[src/rtl/vga_sync_gen.sv]
// vga_sync_gen: VGA timing generator with pixel-rate divider and a
// registered sync/colour stage. Define VGA_RGB_BORDER_EN for a white border.
module vga_sync_gen #(
    parameter int CLK_DIV   = 2,
    parameter int H_DISPLAY = 640,
    parameter int H_FRONT   = 16,
    parameter int H_SYNC    = 96,
    parameter int H_BACK    = 48,
    parameter int V_DISPLAY = 480,
    parameter int V_FRONT   = 10,
    parameter int V_SYNC    = 2,
    parameter int V_BACK    = 33,
    parameter int HS_POL    = 0,
    parameter int VS_POL    = 0
) (
    input  logic       clk,
    input  logic       rst,
    input  logic [2:0] rgb_in,
    output logic [9:0] x,
    output logic [9:0] y,
    output logic       p_tick,
    output logic       frame_tick,
    output logic       video_on,
    output logic       hsync,
    output logic       vsync,
    output logic [2:0] rgb_out
);

    localparam int H_TOTAL = H_DISPLAY + H_FRONT + H_SYNC + H_BACK;
    localparam int V_TOTAL = V_DISPLAY + V_FRONT + V_SYNC + V_BACK;
    localparam int DIV_W   = (CLK_DIV > 1) ? $clog2(CLK_DIV) : 1;

    localparam logic [DIV_W-1:0] DIV_LAST = DIV_W'(CLK_DIV - 1);
    localparam logic [9:0] X_LAST   = 10'(H_TOTAL - 1);
    localparam logic [9:0] Y_LAST   = 10'(V_TOTAL - 1);
    localparam logic [9:0] HD       = 10'(H_DISPLAY);
    localparam logic [9:0] VD       = 10'(V_DISPLAY);
    localparam logic [9:0] HS_START = 10'(H_DISPLAY + H_FRONT);
    localparam logic [9:0] HS_END   = 10'(H_DISPLAY + H_FRONT + H_SYNC - 1);
    localparam logic [9:0] VS_START = 10'(V_DISPLAY + V_FRONT);
    localparam logic [9:0] VS_END   = 10'(V_DISPLAY + V_FRONT + V_SYNC - 1);
    localparam logic       HS_ACT   = HS_POL[0];
    localparam logic       VS_ACT   = VS_POL[0];

    logic [DIV_W-1:0] div_cnt;
    logic             x_last;
    logic             y_last;
    logic             visible;
    logic             hs_act;
    logic             vs_act;
    logic [2:0]       rgb_next;

    // Pixel-rate divider: wraps every CLK_DIV clocks.
    always_ff @(posedge clk or negedge rst) begin
        if (!rst) begin
            div_cnt <= '0;
        end else if (div_cnt == DIV_LAST) begin
            div_cnt <= '0;
        end else begin
            div_cnt <= div_cnt + 1'b1;
        end
    end

    // Strobes; gated by rst so they read 0 while reset is held.
    always_comb begin
        x_last     = (x == X_LAST);
        y_last     = (y == Y_LAST);
        p_tick     = rst && (div_cnt == DIV_LAST);
        frame_tick = p_tick && x_last && y_last;
    end

    // Raster position counters, advanced once per pixel.
    always_ff @(posedge clk or negedge rst) begin
        if (!rst) begin
            x <= '0;
            y <= '0;
        end else if (p_tick) begin
            if (x_last) begin
                x <= '0;
                y <= y_last ? '0 : y + 10'd1;
            end else begin
                x <= x + 10'd1;
            end
        end
    end

    // Decode visibility, sync windows and colour for the current pixel.
    always_comb begin
        visible  = (x < HD) && (y < VD);
        hs_act   = (x >= HS_START) && (x <= HS_END);
        vs_act   = (y >= VS_START) && (y <= VS_END);
        rgb_next = 3'b000;
        if (visible) begin
`ifdef VGA_RGB_BORDER_EN
            if ((x == '0) || (x == HD - 10'd1) ||
                (y == '0) || (y == VD - 10'd1)) begin
                rgb_next = 3'b111;
            end else begin
                rgb_next = rgb_in;
            end
`else
            rgb_next = rgb_in;
`endif
        end
    end

    // One-pixel output stage keeps colour and both syncs aligned.
    always_ff @(posedge clk or negedge rst) begin
        if (!rst) begin
            video_on <= 1'b0;
            hsync    <= ~HS_ACT;
            vsync    <= ~VS_ACT;
            rgb_out  <= 3'b000;
        end else if (p_tick) begin
            video_on <= visible;
            hsync    <= hs_act ? HS_ACT : ~HS_ACT;
            vsync    <= vs_act ? VS_ACT : ~VS_ACT;
            rgb_out  <= rgb_next;
        end
    end

endmodule

[config.mk]
export PLATFORM = sky130hd
export DESIGN_NAME = vga_sync_gen
export DESIGN_NICKNAME = d
export VERILOG_FILES = /design/src/rtl/vga_sync_gen.sv
export SDC_FILE = /design/constraint.sdc
export NUM_CORES = 1
export LEC_CHECK = 0
export ABC_AREA = 1
export CORE_ASPECT_RATIO = 1.5
export CORE_MARGIN = 1
export CORE_UTILIZATION = 26
export CTS_BUF_LIST = sky130_fd_sc_hd__clkbuf_2 sky130_fd_sc_hd__clkbuf_4 sky130_fd_sc_hd__clkbuf_8
export CTS_CLUSTER_DIAMETER = 100
export DETAILED_ROUTE_END_ITERATION = 10
export GPL_ROUTABILITY_DRIVEN = 0
export PLACE_DENSITY = 0.47
export SYNTH_ARGS = -nofsm -noshare
export SYNTH_HDL_FRONTEND = slang
export SYNTH_SLANG_ARGS = --single-unit
[constraint.sdc]
create_clock -name clk -period 2.18 [get_ports clk]
set_input_delay 0.654 -clock clk [delete_from_list [all_inputs] [get_ports clk]]
set_output_delay 0.654 -clock clk [all_outputs]
set_load 0.05 [all_outputs]
* After elaboration in Yosys (flattened, before gate mapping)
Cells that the tools add are included. W data, S select, Z words.
Operators by class: reduce and logical (&&, ||, !) cells 7, add/subtract/negate cells 3, eq/ne operators 2, magnitude comparators 6, mux-type cells 6
Operator list (count):
- $add A10 B1 Y10 const B | 2
- $eq A10 B10 Y1 const B | 2
- $mux W10 | 2
- $ge A10 B10 Y1 const B | 1
- $ge A10 B9 Y1 const B | 1
- $le A10 B10 Y1 const B | 1
- $le A10 B9 Y1 const B | 1
- $lt A10 B10 Y1 const B | 1
- $lt A10 B9 Y1 const B | 1
- $logic_and A1 B1 Y1 | 6
- $mux W1 | 3
- $mux W3 | 1
- $reduce_and A2 Y1 | 1
- $add A1 B1 Y1 const B | 1
Storage, ports and cells: bits of input ports 5, output and inout port bits 28, register bits 27, logic and storage cells 31

* Depth between registers and ports, before layout
Gate-level depths: netlist of run 1.
word-level depth 3, gate-level depth with buffers 9, mapped depth without buffers 9

* Least setup slack after synthesis of run 1
Ideal clock, no wire load.
kind reg-to-output, start point register x[1], end point output frame_tick, buffers on the path 0, slack -0.570 ns, stages on the path, launching flop included 8, data arrival time 2.096 ns, data required time 1.526 ns, cell sequence dfrtp_1 ha_1 nand2_1 nor2_4 nand2_1 inv_1 nand4_1 nor2_1
Between the ends: longest elaborated chain between the ends 3
RTL lines:
- start, declared | line 19 | output logic [9:0] x,
- start signal, assigned | line 82 | x <= x + 10'd1;
- $eq A10 B10 Y1 | line 66 | x_last = (x == X_LAST);
- $logic_and A1 B1 Y1 (2 in a row) | line 69 | frame_tick = p_tick && x_last && y_last;
- end, declared | line 22 | output logic frame_tick,
No other way between the ends.

* Worst setup path in the final report of run 1
start point register y[0], end point output frame_tick
Between the ends: longest elaborated chain between the ends 2
RTL lines:
- start, declared | line 20 | output logic [9:0] y,
- start signal, assigned | line 80 | y <= y_last ? '0 : y + 10'd1;
- $eq A10 B10 Y1 | line 67 | y_last = (y == Y_LAST);
- $logic_and A1 B1 Y1 | line 69
No other way between the ends.

==> results_dict.tcl, run 1 <==
set metrics [dict create \
    synth_top_area_share_pct 39.84 \
    grt_antenna_before_repair 0 \
    grt_usage_pct 14.81 \
    ctsRootBufferMaster "clkbuf_8" \
    ys_types 26 \
    drt_pass1_iterations 4 \
    portBuffers 32 \
    syn_avg_cell_area_sq_um 7.623 \
    syn_inst 206 \
    numCtsBuffers 3 \
    period_needed_ps 2241 \
    initial_core_util_pct 26.94 \
    cp_max_fo 2 \
    path_class "flop to output pin" \
    rsz0062_at_grt "yes" \
    grt_pass1_wl_mm 7.314 \
    synthTopCellsByArea "dfrtp_1, nand2_1, nor2_1, inv_1, nand3_1" \
    drt_iter0_drc 47 \
    setup_viol 1 \
    async_flop_share_pct 100.0 \
    die_h_microns 97.18 \
    hp-class "flop to flop" \
    ys_seq_area_share_pct 43.19 \
    syn_nets 215 \
    drive_gt1_share_pct 33.58 \
    clk_pin_slew_ps 100 \
    r2r.worst_path.cells 15 \
    whs_path_depth 1 \
    syn-cell-area_sq_um 1570 \
    core_sq_um 5828 \
    final_max_slew_viol_count 0 \
    violations "setup timing" \
    post-dp-hpwl_mm 3.171 \
    endpoint_kind "output pin" \
    setup_ws_ps -60.54 \
    area.sequential_sq_um 685.7 \
    tightest_slew_ps 493.5 \
    powerDensity_nw_per_um2 711.8 \
    p_leak_nw 1.065 \
    skew_ps 6.880 \
    cts_sinks 27 \
    yosys_warnings 0 \
    die_area_sq_um 6361 \
    fillCellCount 614 \
    drc 0 \
    synthFlopType "dfrtp_1" \
    nNetsFinal 275 \
    clockBufferDepth 2 \
    synth_most_common_cell "nand2_1" \
    pin_count 33 \
    final_util_pct 38.41 \
    synth_top_area_cell "dfrtp_1" \
    cts_max_level 1 \
    worst_hold_slack_ps 442.0 \
    rows 34 \
    insertedDiodeCount 0 \
    ant_nets 0 \
    startpoint_type "flop" \
    viasPerCell 4.472 \
    grt_max_degree 28 \
    cts_tree "built" \
    area_growth_pct 42.55 \
    cap_violations 0 \
    clock.fmax_mhz 446.3 \
    status "finished, violations left" \
    critPathRequiredTime_ps 1530 \
    worstSkewPairLatency_ps 280 \
    final_cell_area_sq_um 2238 \
    synth_commonest_cells "nand2_1, dfrtp_1, nor2_1" \
    multiInputGateArea_sq_um 799.5 \
    period_share_pct 102.8 \
    relSlewSlack_pct 67.00 \
    drt-total-wl_mm 4.207 \
    avgRoutedWirePerCell_microns 12.48 \
    cts.hold.buffers_added 0 \
    grt_pass1_vias 1545 \
    dpl-instance-area_sq_um 2066 \
    finalHoldViolCount 0 \
    peakVddDrop_mv 0.1957 \
    cp.arrival_ps 1590 \
    ys_ff_latch 27 \
    p_total_w 0.001593 \
    synth_edf_count 0 \
    die_w_microns 65.46 \
    grt_overflow 0 \
    vias 1507 \
]
-- registers in the layout, indices dropped and copies added, names as in the netlist --
name	flops
hsync	1
rgb_out	3
vsync	1
div_cnt	1
x	10
y	10
video_on	1
-- kinds of logic (layout without fill, tap and decap cells) --
group | count (synthesis) | after routing | synth area share [%]
buffers and inverters | 34 | 93 | 9.561
DFF | 27 | 27 | 43.19
and+or+nand+nor | 114 | 114 | 33.87
xor gates and xnor gates | 6 | 6 | 3.347
adders and majority gates | 4 | 4 | 3.187
AOI/OAI and AO/OA | 21 | 21 | 6.852
-- where the power goes --
part	switching, W	internal, W	total, W
Clock	0.000170	0.000130	0.000300
Sequential	0.0000757	0.000569	0.000645
Combinational	0.000435	0.000213	0.000648
-- worst paths after layout --
path	start	endpoint	slack [ps]
max in group asynchronous	rst	vsync	1360
setup reg to reg	x[0]	x[5]	110
setup / recovery	y[0]	frame_tick	-60
hold reg to reg	div_cnt	div_cnt	440
hold / removal	div_cnt	div_cnt	440
min in group asynchronous	rst	div_cnt	510
-- routing by layer --
layer	track usage (%)	vias to the layer above	wire length [microns]
met5	0	-	0
met4	4.849	0	30
met3	1.761	2	97
met2	26.09	23	2295
met1	18.11	708	1783
li1	-	774	-
-- layout by cell type (no fill, tap or decap) --
cell type,synthesis,routed
a21oi_1,4,4
buf_12,0,2
buf_4,1,50
buf_6,2,1
clkbuf_8,0,3
clkdlybuf4s15_1,0,1
clkdlybuf4s50_1,0,7
clkinvlp_4,0,1
dfrtp_1,25,19
dfrtp_2,0,6
dfstp_2,2,2
ha_1,4,2
ha_4,0,2
inv_1,24,20
inv_2,4,7
inv_4,0,1
nand2_1,52,48
nand2_2,1,4
nand2_4,0,1
nand3_1,17,17
nand3_4,1,1
nand3b_1,1,1
nand4_1,7,7
nor2_1,25,24
nor2_4,3,4
nor3_1,4,4
nor3_4,1,1
nor4_2,0,1
o21ai_0,9,8
o21ai_1,7,7
o21ai_2,0,1
o21bai_1,1,1
or2_2,1,1
xnor2_1,1,1
xor2_1,5,5
-- area by class of cell --
| cell class | instances | area share [%] |
|---|---|---|
| multi-input combinational | 145 | 35.72 |
| timing repair buffer | 61 | 22.64 |
| clock buffer | 3 | 1.845 |
| clock inverter | 1 | 0.3354 |
| tap | 72 | 4.025 |
| inverter | 28 | 4.807 |
| sequential | 27 | 30.63 |
-- through the flow --
stage | TNS, ps | worst slack, ps | instances
after global routing | -148.5 | -142.5 | 337
after CTS | -104.5 | -70.66 | 336
after floorplan | -15.08 | -15.08 | 206
final | -60.54 | -60.54 | 337
after global placement | -356.3 | -291.7 | 321
after detailed placement | -386.5 | -311.9 | 321
-- worst max-delay path: stages (launching register included) --
cell	delay, ps
dfrtp_2	420
inv_2	80
ha_4	130
inv_2	40
nor4_2	130
nand4_1	220
nor2_4	150
buf_12	140
-- repair_timing --
action | CTS | global route
gates cloned | 0 | 0
endpoints found under the setup margin | 2 | 4
hold endpoints to repair | 0 | 0
pin swaps | 4 | 5
resized for setup | 7 | 6
setup buffers | 11 | 3
Power figures use the tool's default switching activity.
==> inputs of run 2 (changes only) <==
--- a/config.mk
+++ b/config.mk
@@ -6,14 +6,15 @@
 export NUM_CORES = 1
 export LEC_CHECK = 0
 export ABC_AREA = 1
+export CELL_PAD_IN_SITES_DETAIL_PLACEMENT = 1
+export CELL_PAD_IN_SITES_GLOBAL_PLACEMENT = 2
 export CORE_ASPECT_RATIO = 1.5
 export CORE_MARGIN = 1
 export CORE_UTILIZATION = 26
 export CTS_BUF_LIST = sky130_fd_sc_hd__clkbuf_2 sky130_fd_sc_hd__clkbuf_4 sky130_fd_sc_hd__clkbuf_8
-export CTS_CLUSTER_DIAMETER = 100
 export DETAILED_ROUTE_END_ITERATION = 10
 export GPL_ROUTABILITY_DRIVEN = 0
-export PLACE_DENSITY = 0.47
+export PLACE_DENSITY = 0.74
 export SYNTH_ARGS = -nofsm -noshare
 export SYNTH_HDL_FRONTEND = slang
 export SYNTH_SLANG_ARGS = --single-unit
==> results_dict.tcl, run 2 (synthesis gave the netlist of run 1 again) <==
set metrics [dict create \
    drive_gt1_share_pct 33.71 \
    grt_pass1_vias 1723 \
    drt-total-wl_mm 4.729 \
    core_sq_um 5828 \
    clockBufferDepth 2 \
    area_growth_pct 42.63 \
    grt_usage_pct 16.46 \
    cp.arrival_ps 1600 \
    vias 1541 \
    path_class "flop to output pin" \
    numCtsBuffers 3 \
    ctsRootBufferMaster "clkbuf_8" \
    portBuffers 32 \
    peakVddDrop_mv 0.2287 \
    p_leak_nw 1.077 \
    violations "setup timing" \
    clock.fmax_mhz 442.8 \
    rows 34 \
    cts_sinks 27 \
    final_cells 336 \
    viasPerCell 4.586 \
    clk_pin_slew_ps 100 \
    skew_ps 9.282 \
    grt_antenna_before_repair 0 \
    ant_nets 0 \
    startpoint_type "flop" \
    relSlewSlack_pct 67.08 \
    final_max_slew_viol_count 0 \
    setup_ws_ps -78.33 \
    fillCellCount 719 \
    final_util_pct 38.43 \
    status "finished, violations left" \
    top_regs "x (10), y (10), rgb_out (3)" \
    finalHoldViolCount 0 \
    rsz0062_at_grt "yes" \
    setup_viol 1 \
    grt_overflow 0 \
    cts_max_level 1 \
    cp_max_fo 2 \
    cts.hold.buffers_added 0 \
    drt_pass1_iterations 6 \
    initial_core_util_pct 26.94 \
    hp-class "flop to flop" \
    placed_cells 320 \
    insertedDiodeCount 0 \
    die_area_sq_um 6361 \
    pin_count 33 \
    drt_iter0_drc 54 \
    die_w_microns 65.46 \
    dpl-instance-area_sq_um 2058 \
    endpoint_kind "output pin" \
    powerDensity_nw_per_um2 708.2 \
    worstSkewPairLatency_ps 280 \
    avgRoutedWirePerCell_microns 14.07 \
    period_needed_ps 2258 \
    grt_pass1_wl_mm 8.176 \
    die_h_microns 97.18 \
    final_cell_area_sq_um 2240 \
    nNetsFinal 274 \
    cap_violations 0 \
    layout_commonest_cell "buf_4" \
    drc 0 \
    critPathRequiredTime_ps 1530 \
    post-dp-hpwl_mm 3.533 \
    preCtsSetupSlack_ps -329.1 \
    tightest_slew_ps 492.3 \
    period_share_pct 103.6 \
    grt_max_degree 28 \
    cts_tree "built" \
    p_total_w 0.001586 \
    final_cell_mix "buf_4, nand2_1, nor2_1, inv_1, dfrtp_1" \
]
-- run 2: cell types whose count changed in the layout (fill, tap and decap cells not counted) --
cell             delta
nor4_4              +1
inv_2               -1
nor4_2              -1
clkdlybuf4s15_1     -1
buf_6               -1
inv_4               +1
clkdlybuf4s15_2     +1
-- run 2: through the flow --
stage	setup TNS [ps]	hold slack [ps]
global route	-164.6	469.1
detailed placement	-407.4	432.1
finish	-78.33	441.7
CTS	-84.10	448.4
global placement	-355.6	428.0
floorplan	-15.08	358.4
-- run 2: power breakdown --
part	switching, W	total (W)	internal [W]
logic	0.000432	0.000636	0.000204
registers	0.0000809	0.000650	0.000569
clock network	0.000170	0.000300	0.000130
-- run 2: metal layers --
| metal | GRT usage (%) | up-vias | wire (microns) |
|---|---|---|---|
| met1 | 18.94 | 746 | 1954 |
| met3 | 1.643 | 4 | 95 |
| met2 | 30.61 | 25 | 2619 |
| met4 | 5.184 | 0 | 59 |
| met5 | 0 | - | 0 |
| li1 | - | 766 | - |
-- run 2: area by class of cell --
type	count	area, sq um	share of cell area (%)
clock buffers	3	41.29	1.844
clock inverters	1	7.507	0.3352
inverters	28	110.1	4.916
multi-input cells	145	808.3	36.09
flip-flops and latches	27	685.7	30.61
well taps	72	90.09	4.022
repair buffers	60	496.7	22.18
-- run 2: worst paths after layout --
kind                       slack, ps         end  cells after the start  startpoint
hold reg to reg                  440     div_cnt                      1     div_cnt
min in group asynchronous        500        y[7]                      2         rst
max in group asynchronous       1370       hsync                      2         rst
hold / removal                   440     div_cnt                      1     div_cnt
setup / recovery                 -80  frame_tick                      8        x[0]
setup reg to reg                 160        x[5]                     14        x[0]
-- run 2: worst max-delay path, stage by stage (launching register included) --
cell,delay [ps]
dfrtp_2,390
ha_4,150
nand2_4,50
nor2_4,120
nand2_2,70
inv_2,50
nand4_1,170
nor2_4,180
buf_12,140
-- run 2: timing repair --
action,in CTS,in global routing
gates resized for setup,9,6
buffers inserted,11,3
endpoints found under the setup margin,2,4
pin swaps,5,4
